## config.mk

```make
export PLATFORM = sky130hd
export DESIGN_NAME = rs485_tx_sched
export DESIGN_NICKNAME = d
export VERILOG_FILES = /design/src/rtl/rs485_tx_sched.sv
export SDC_FILE = /design/constraint.sdc
export NUM_CORES = 1
export LEC_CHECK = 0
export CAP_MARGIN = 20
export CORE_MARGIN = 2
export CORE_UTILIZATION = 33
export DETAILED_ROUTE_END_ITERATION = 6
export GPL_TIMING_DRIVEN = 0
export PLACE_DENSITY = 0.59
export SLEW_MARGIN = 20
export SYNTH_ARGS = -nofsm -noshare
export SYNTH_HDL_FRONTEND = slang
export SYNTH_SLANG_ARGS = --single-unit
```

## constraint.sdc

```tcl
create_clock -name sys_clk -period 2.4 [get_ports sys_clk]
set_clock_uncertainty 0.1 [all_clocks]
set_input_delay 0.48 -clock sys_clk [delete_from_list [all_inputs] [get_ports sys_clk]]
set_output_delay 0.48 -clock sys_clk [all_outputs]
set_load 0.02 [all_outputs]
```

## src/rtl/rs485_tx_sched.sv

```systemverilog
// rs485_tx_sched: two-source round-robin transmit scheduler in front of
// uart_tx.
//
// The block also owns the RS485 driver-enable line. rs485_de rises with
// each grant. It stays high for DE_LEAD_CNT clocks before the pi_flag start
// strobe. After uart_tx drops work_en, it stays high for another
// DE_TAIL_CNT clocks.
//
// Optional build macro RS485_BURST_EN:
//   When defined, a request that is pending at the end of a frame is granted
//   in the same cycle that work_en is seen low. Its frame starts at once,
//   with no tail and no new lead, and rs485_de stays high across the
//   back-to-back frames.
//   When undefined, every frame goes through its own tail, then IDLE, then
//   a fresh lead.
module rs485_tx_sched #(
  parameter int unsigned DE_LEAD_CNT = 'd50,
  parameter int unsigned DE_TAIL_CNT = 'd5208
) (
  input  logic       sys_clk,
  input  logic       sys_rst_n,
  input  logic       req0,
  input  logic [7:0] data0,
  output logic       ack0,
  input  logic       req1,
  input  logic [7:0] data1,
  output logic       ack1,
  input  logic       work_en,
  output logic [7:0] pi_data,
  output logic       pi_flag,
  output logic       rs485_de,
  output logic       busy
);

  localparam int unsigned DATA_W = 8;
  localparam int unsigned CNT_W  = 16;

  // Terminal counts of the shared lead/tail counter.
  localparam logic [CNT_W-1:0] LEAD_LAST = CNT_W'(DE_LEAD_CNT - 1);
  localparam logic [CNT_W-1:0] TAIL_LAST = CNT_W'(DE_TAIL_CNT - 1);

`ifdef RS485_BURST_EN
  localparam bit BURST = 1'b1;
`else
  localparam bit BURST = 1'b0;
`endif

  typedef enum logic [2:0] {
    IDLE      = 3'd0,
    LEAD      = 3'd1,
    WAIT_BUSY = 3'd2,
    WAIT_DONE = 3'd3,
    TAIL      = 3'd4
  } state_t;

  state_t             state, state_nxt;
  logic [CNT_W-1:0]   cnt, cnt_nxt;
  logic               last_grant, last_grant_nxt;
  logic [DATA_W-1:0]  pi_data_nxt;
  logic               pi_flag_nxt, ack0_nxt, ack1_nxt, de_nxt, busy_nxt;

  logic               req_any;
  logic               gnt_sel;
  logic [DATA_W-1:0]  gnt_data;
  logic               burst_go;
  logic               grant_now;

  // Round-robin choice between the two requesters.
  // On contention, the requester that was not granted last time wins.
  always_comb begin
    req_any   = req0 | req1;
    gnt_sel   = (req0 & req1) ? ~last_grant : req1;
    gnt_data  = gnt_sel ? data1 : data0;
    burst_go  = BURST && (state == WAIT_DONE) && !work_en && req_any;
    grant_now = req_any && ((state == IDLE) || burst_go);
  end

  // State, counter, arbitration history and all registered outputs.
  always_ff @(posedge sys_clk or negedge sys_rst_n) begin
    if (!sys_rst_n) begin
      state      <= IDLE;
      cnt        <= '0;
      last_grant <= 1'b1;
      pi_data    <= '0;
      pi_flag    <= 1'b0;
      ack0       <= 1'b0;
      ack1       <= 1'b0;
      rs485_de   <= 1'b0;
      busy       <= 1'b0;
    end else begin
      state      <= state_nxt;
      cnt        <= cnt_nxt;
      last_grant <= last_grant_nxt;
      pi_data    <= pi_data_nxt;
      pi_flag    <= pi_flag_nxt;
      ack0       <= ack0_nxt;
      ack1       <= ack1_nxt;
      rs485_de   <= de_nxt;
      busy       <= busy_nxt;
    end
  end

  // Next-state decode for the frame sequencer.
  always_comb begin
    state_nxt = state;
    case (state)
      IDLE:      if (req_any) state_nxt = LEAD;
      LEAD:      if (cnt == LEAD_LAST) state_nxt = WAIT_BUSY;
      WAIT_BUSY: if (work_en) state_nxt = WAIT_DONE;
      WAIT_DONE: begin
        if (!work_en) state_nxt = burst_go ? WAIT_BUSY : TAIL;
      end
      TAIL:      if (cnt == TAIL_LAST) state_nxt = IDLE;
      default:   state_nxt = IDLE;
    endcase
  end

  // Next values of the counter and of the registered outputs.
  // pi_data is only reloaded on a grant, so it is held for the whole frame.
  always_comb begin
    cnt_nxt        = cnt;
    last_grant_nxt = last_grant;
    pi_data_nxt    = pi_data;
    pi_flag_nxt    = 1'b0;
    ack0_nxt       = 1'b0;
    ack1_nxt       = 1'b0;
    de_nxt         = rs485_de;

    if (grant_now) begin
      pi_data_nxt    = gnt_data;
      ack0_nxt       = ~gnt_sel;
      ack1_nxt       = gnt_sel;
      last_grant_nxt = gnt_sel;
      de_nxt         = 1'b1;
    end

    case (state)
      IDLE: begin
        if (req_any) cnt_nxt = '0;
      end
      LEAD: begin
        cnt_nxt = cnt + 1'b1;
        if (cnt == LEAD_LAST) pi_flag_nxt = 1'b1;
      end
      WAIT_DONE: begin
        if (!work_en) begin
          if (burst_go) pi_flag_nxt = 1'b1;
          else          cnt_nxt     = '0;
        end
      end
      TAIL: begin
        cnt_nxt = cnt + 1'b1;
        if (cnt == TAIL_LAST) de_nxt = 1'b0;
      end
      default: ;
    endcase

    busy_nxt = (state_nxt != IDLE);
  end

endmodule

```

==> flow_metrics.py <==
metrics = {
    "setup_path": {
        "critPathMostFrequentCell": "sky130_fd_sc_hd__nor4_1",
        "max_stage_delay_ns": 0.57,
        "required_arrival_time_at_the_worst_endpoint_ns": 2.42,
        "worst_setup_path_end_kind": "flop",
        "critPathMaxFanout": 10,
        "startpoint_type": "input port",
        "crit_slowest_cell": "sky130_fd_sc_hd__clkdlybuf4s50_1",
        "worst-endpoint-arrival_ns": 2.29,
        "path_cells": "clkdlybuf4s50_1, nor4_1, a221o_1, buf_6, nor2_1, nor4_1",
        "critical_path_class": "input port to flop",
    },
    "timing": {
        "layout_min_cycle_time_ns": 2.27,
        "relSlewSlack": 0.497,
        "worst-slew-pin-transition_ns": 0.750,
        "report.final.hold_viol_count": 0,
        "post-route-period-util": 0.944,
        "timing.fmax_mhz": 441,
        "finalSetupTns_ns": 0,
        "setup_repair_after_global_routing_missed_its_margin": "no",
        "final-max-slew-violation-count": 0,
        "setup_viol_count_final": 0,
    },
    "floorplanning": {
        "placementRows": 26,
        "initial_core_util": 0.336,
        "die_area_sq_um": 5690,
        "core_sq_um": 5010,
        "ios": 34,
        "width_of_the_die_um": 75.5,
        "die_h_um": 75.5,
    },
    "cells_and_area": {
        "antennaDiodeCount": 0,
        "layout.area.seq_sq_um": 827,
        "area_used_by_multi_input_combinational_logic_sq_um": 788,
        "final_layout_size_suffix_gt1_frac": 0.0943,
        "fin_cells": 282,
        "layout.core_utilization": 0.449,
        "area_overhead_of_the_layout_relative_to_synthesis_pct": 33.5,
        "layout.filler_cells": 500,
        "finalNetCount": 234,
    },
    "cts": {
        "clk-insertion-delay-late_ns": 0.29,
        "clk_pin_slew_worst_paths_ns": 0.08,
        "cts_root_buffer": "sky130_fd_sc_hd__clkbuf_8",
        "cts_made_buffers": 5,
        "cts.htree.levels": 2,
        "resize_count_post_cts": 0,
        "tritoncts_clock_tree": "done",
        "hold_buffers": 0,
        "cts_max_path_buffers": 2,
        "cts_setup_buffers": 0,
        "clock-sinks": 33,
    },
    "detailed_routing": {
        "wl_per_cell_um": 14.4,
        "route.antenna.remaining_nets": 0,
        "wl_met2_mm": 1.89,
        "routed_wire_length_mm": 4.07,
        "vias_per_cell": 5.34,
        "wl_met3_um": 169,
        "topRoutingLayerUsed": "met4",
        "drt_iter0_drc": 96,
        "drc_markers": 0,
        "vias": 1506,
        "drtPass1Iterations": 4,
        "met1_layer_wirelength_in_the_final_routing_mm": 1.97,
    },
    "synthesis": {
        "postSynthCellCount": 171,
        "count_of_flip_flops_with_a_built_in_enable_after_synthesis": 0,
        "unique_masters_post_synth": 38,
        "synthArstFlopShare": 1.00,
        "synth_top_area_cell": "sky130_fd_sc_hd__dfrtp_1",
        "synth-seq-area-share": 0.491,
        "syn_avg_cell_area_sq_um": 9.86,
        "ys.warnings.count": 0,
        "synth-seq-cells": 33,
        "synth.top_cells.by_count": "32 x sky130_fd_sc_hd__dfrtp_1, 14 x sky130_fd_sc_hd__a21oi_1, 12 x sky130_fd_sc_hd__nand2_1",
        "synth.cell_area_sq_um": 1690,
        "synth.top_cell.area_share": 0.475,
        "synth_fp_nets": 194,
        "yosys-top-cells-area": "sky130_fd_sc_hd__dfrtp_1 48%, sky130_fd_sc_hd__a21oi_1 4.2%, sky130_fd_sc_hd__a22o_1 4.2%",
        "ys.flop_type": "sky130_fd_sc_hd__dfrtp_1",
        "yosys.cell_count.top_type": "sky130_fd_sc_hd__dfrtp_1",
    },
    "global_route": {
        "initial_antenna_violation_count": 0,
        "via_count_of_the_first_global_routing_pass": 1447,
        "grt_util_all_layers": 0.157,
        "gr-total-overflow": 0,
        "grt_max_degree": 18,
        "grt_pass1_wl_mm": 6.80,
    },
    "power_and_ir_drop": {
        "power_density_nw_per_um2": 1010,
        "ir_worst_vdd_mv": 0.399,
        "power_leakage_nw": 0.972,
    },
    "flow_run": {
        "drv.max_cap_violation_count": 0,
    },
    "place": {
        "place_hpwl_mm": 2.92,
        "port_buffers": 32,
        "place_congestion": 0.732,
        "placed_cells": 274,
    },
    "outcome": {
        "run_status": "complete, no violations",
    },
    "hold_path": {
        "min_path_type": "input port to asynchronous set/reset pin",
    },
}
[final cells by class]
cell class / count / share of cell area
Buffer: 10 / 0.0261
Clock buffer: 5 / 0.0306
Clock inverter: 3 / 0.0289
Inverter: 3 / 0.00501
Multi-Input combinational cell: 125 / 0.350
Sequential cell: 33 / 0.368
Tap cell: 70 / 0.0389
Timing Repair Buffer: 33 / 0.152
[routing by layer]
layer,vias to the layer above,global-route usage
li1,739,-
met3,2,0.0410
met1,727,0.217
met4,0,0.0565
met2,38,0.238
met5,-,0
[worst max-delay path: cells and delay by family]
kind            cells  cell delay [ns]
buf+inv             2             0.72
simple gates        3             0.79
compound gates      1             0.30
[kinds of logic (layout without fill, tap and decap cells)]
family	count (synthesis)	count (layout)	share of synthesized area
flip-flops	33	33	0.491
XOR/XNOR	1	1	0.00520
buffers and inverters	13	54	0.0416
adder cells (fa/ha/maj)	2	2	0.0148
AO/OA/AOI/OAI	58	58	0.233
AND/OR/NAND/NOR	64	64	0.215
[metrics by stage]
stage | total power [mW] | setup WS (ns) | hold slack [ns] | instance area, sq um
5_1_grt | 2.42 | 0.0184 | 0.0528 | 2250
3_3_place_gp | 1.65 | -0.0991 | 0.398 | 2090
2_1_floorplan | 1.33 | 0.515 | 0.0844 | 1690
6_report | 2.27 | 0.134 | 0.0340 | 2250
3_5_place_dp | 1.65 | -0.129 | 0.352 | 2120
4_1_cts | 2.28 | 0.170 | 0.0438 | 2250
[state kept, by name (all words and copies together), names as in the netlist]
signal,cells
ack0,1
ack1,1
busy,1
cnt,16
last_grant,1
pi_data,8
pi_flag,1
rs485_de,1
state,3
[cell usage in the layout, fill, tap and decap left out, types with 2 or more instances in the layout]
master / synthesis / final
sky130_fd_sc_hd__a31oi_1: 2 / 2
sky130_fd_sc_hd__dfrtp_1: 32 / 32
sky130_fd_sc_hd__nand2_1: 12 / 12
sky130_fd_sc_hd__buf_6: 2 / 2
sky130_fd_sc_hd__o21ai_0: 8 / 8
sky130_fd_sc_hd__nand4_1: 4 / 4
sky130_fd_sc_hd__inv_1: 3 / 3
sky130_fd_sc_hd__and4_1: 2 / 2
sky130_fd_sc_hd__bufinv_16: 0 / 2
sky130_fd_sc_hd__a22o_1: 8 / 8
sky130_fd_sc_hd__o31ai_1: 6 / 6
sky130_fd_sc_hd__o22ai_1: 2 / 2
sky130_fd_sc_hd__ha_1: 2 / 2
sky130_fd_sc_hd__nor2_1: 8 / 8
sky130_fd_sc_hd__clkbuf_8: 0 / 5
sky130_fd_sc_hd__clkdlybuf4s50_1: 0 / 31
sky130_fd_sc_hd__buf_2: 2 / 3
sky130_fd_sc_hd__a21oi_1: 14 / 14
sky130_fd_sc_hd__nor4bb_1: 2 / 2
sky130_fd_sc_hd__and3_1: 6 / 6
sky130_fd_sc_hd__nor4_1: 11 / 11
sky130_fd_sc_hd__nand3_1: 6 / 6
sky130_fd_sc_hd__or4_1: 5 / 5
sky130_fd_sc_hd__nor3_1: 6 / 6
sky130_fd_sc_hd__a21o_1: 9 / 9
sky130_fd_sc_hd__clkbuf_1: 4 / 4
[report_power, final]
| group | leakage (nW) | internal, mW | switching (mW) |
|---|---|---|---|
| sequential | 0.418 | 0.721 | 0.147 |
| combinational | 0.486 | 0.393 | 0.386 |
| clock | 0.0681 | 0.413 | 0.212 |
[final timing paths]
path	startpoint	end	slack [ns]	cells after the start
max in group asynchronous	sys_rst_n	cnt[12]	1.74	2
min reg2reg	last_grant	last_grant	0.41	1
max reg2reg	state[2]	cnt[12]	0.27	5
min	sys_rst_n	pi_data[7]	0.03	1
min in group sys_clk	last_grant	last_grant	0.41	1
max	req0	cnt[12]	0.13	6
Note: power is estimated with default switching activity, not from simulation.
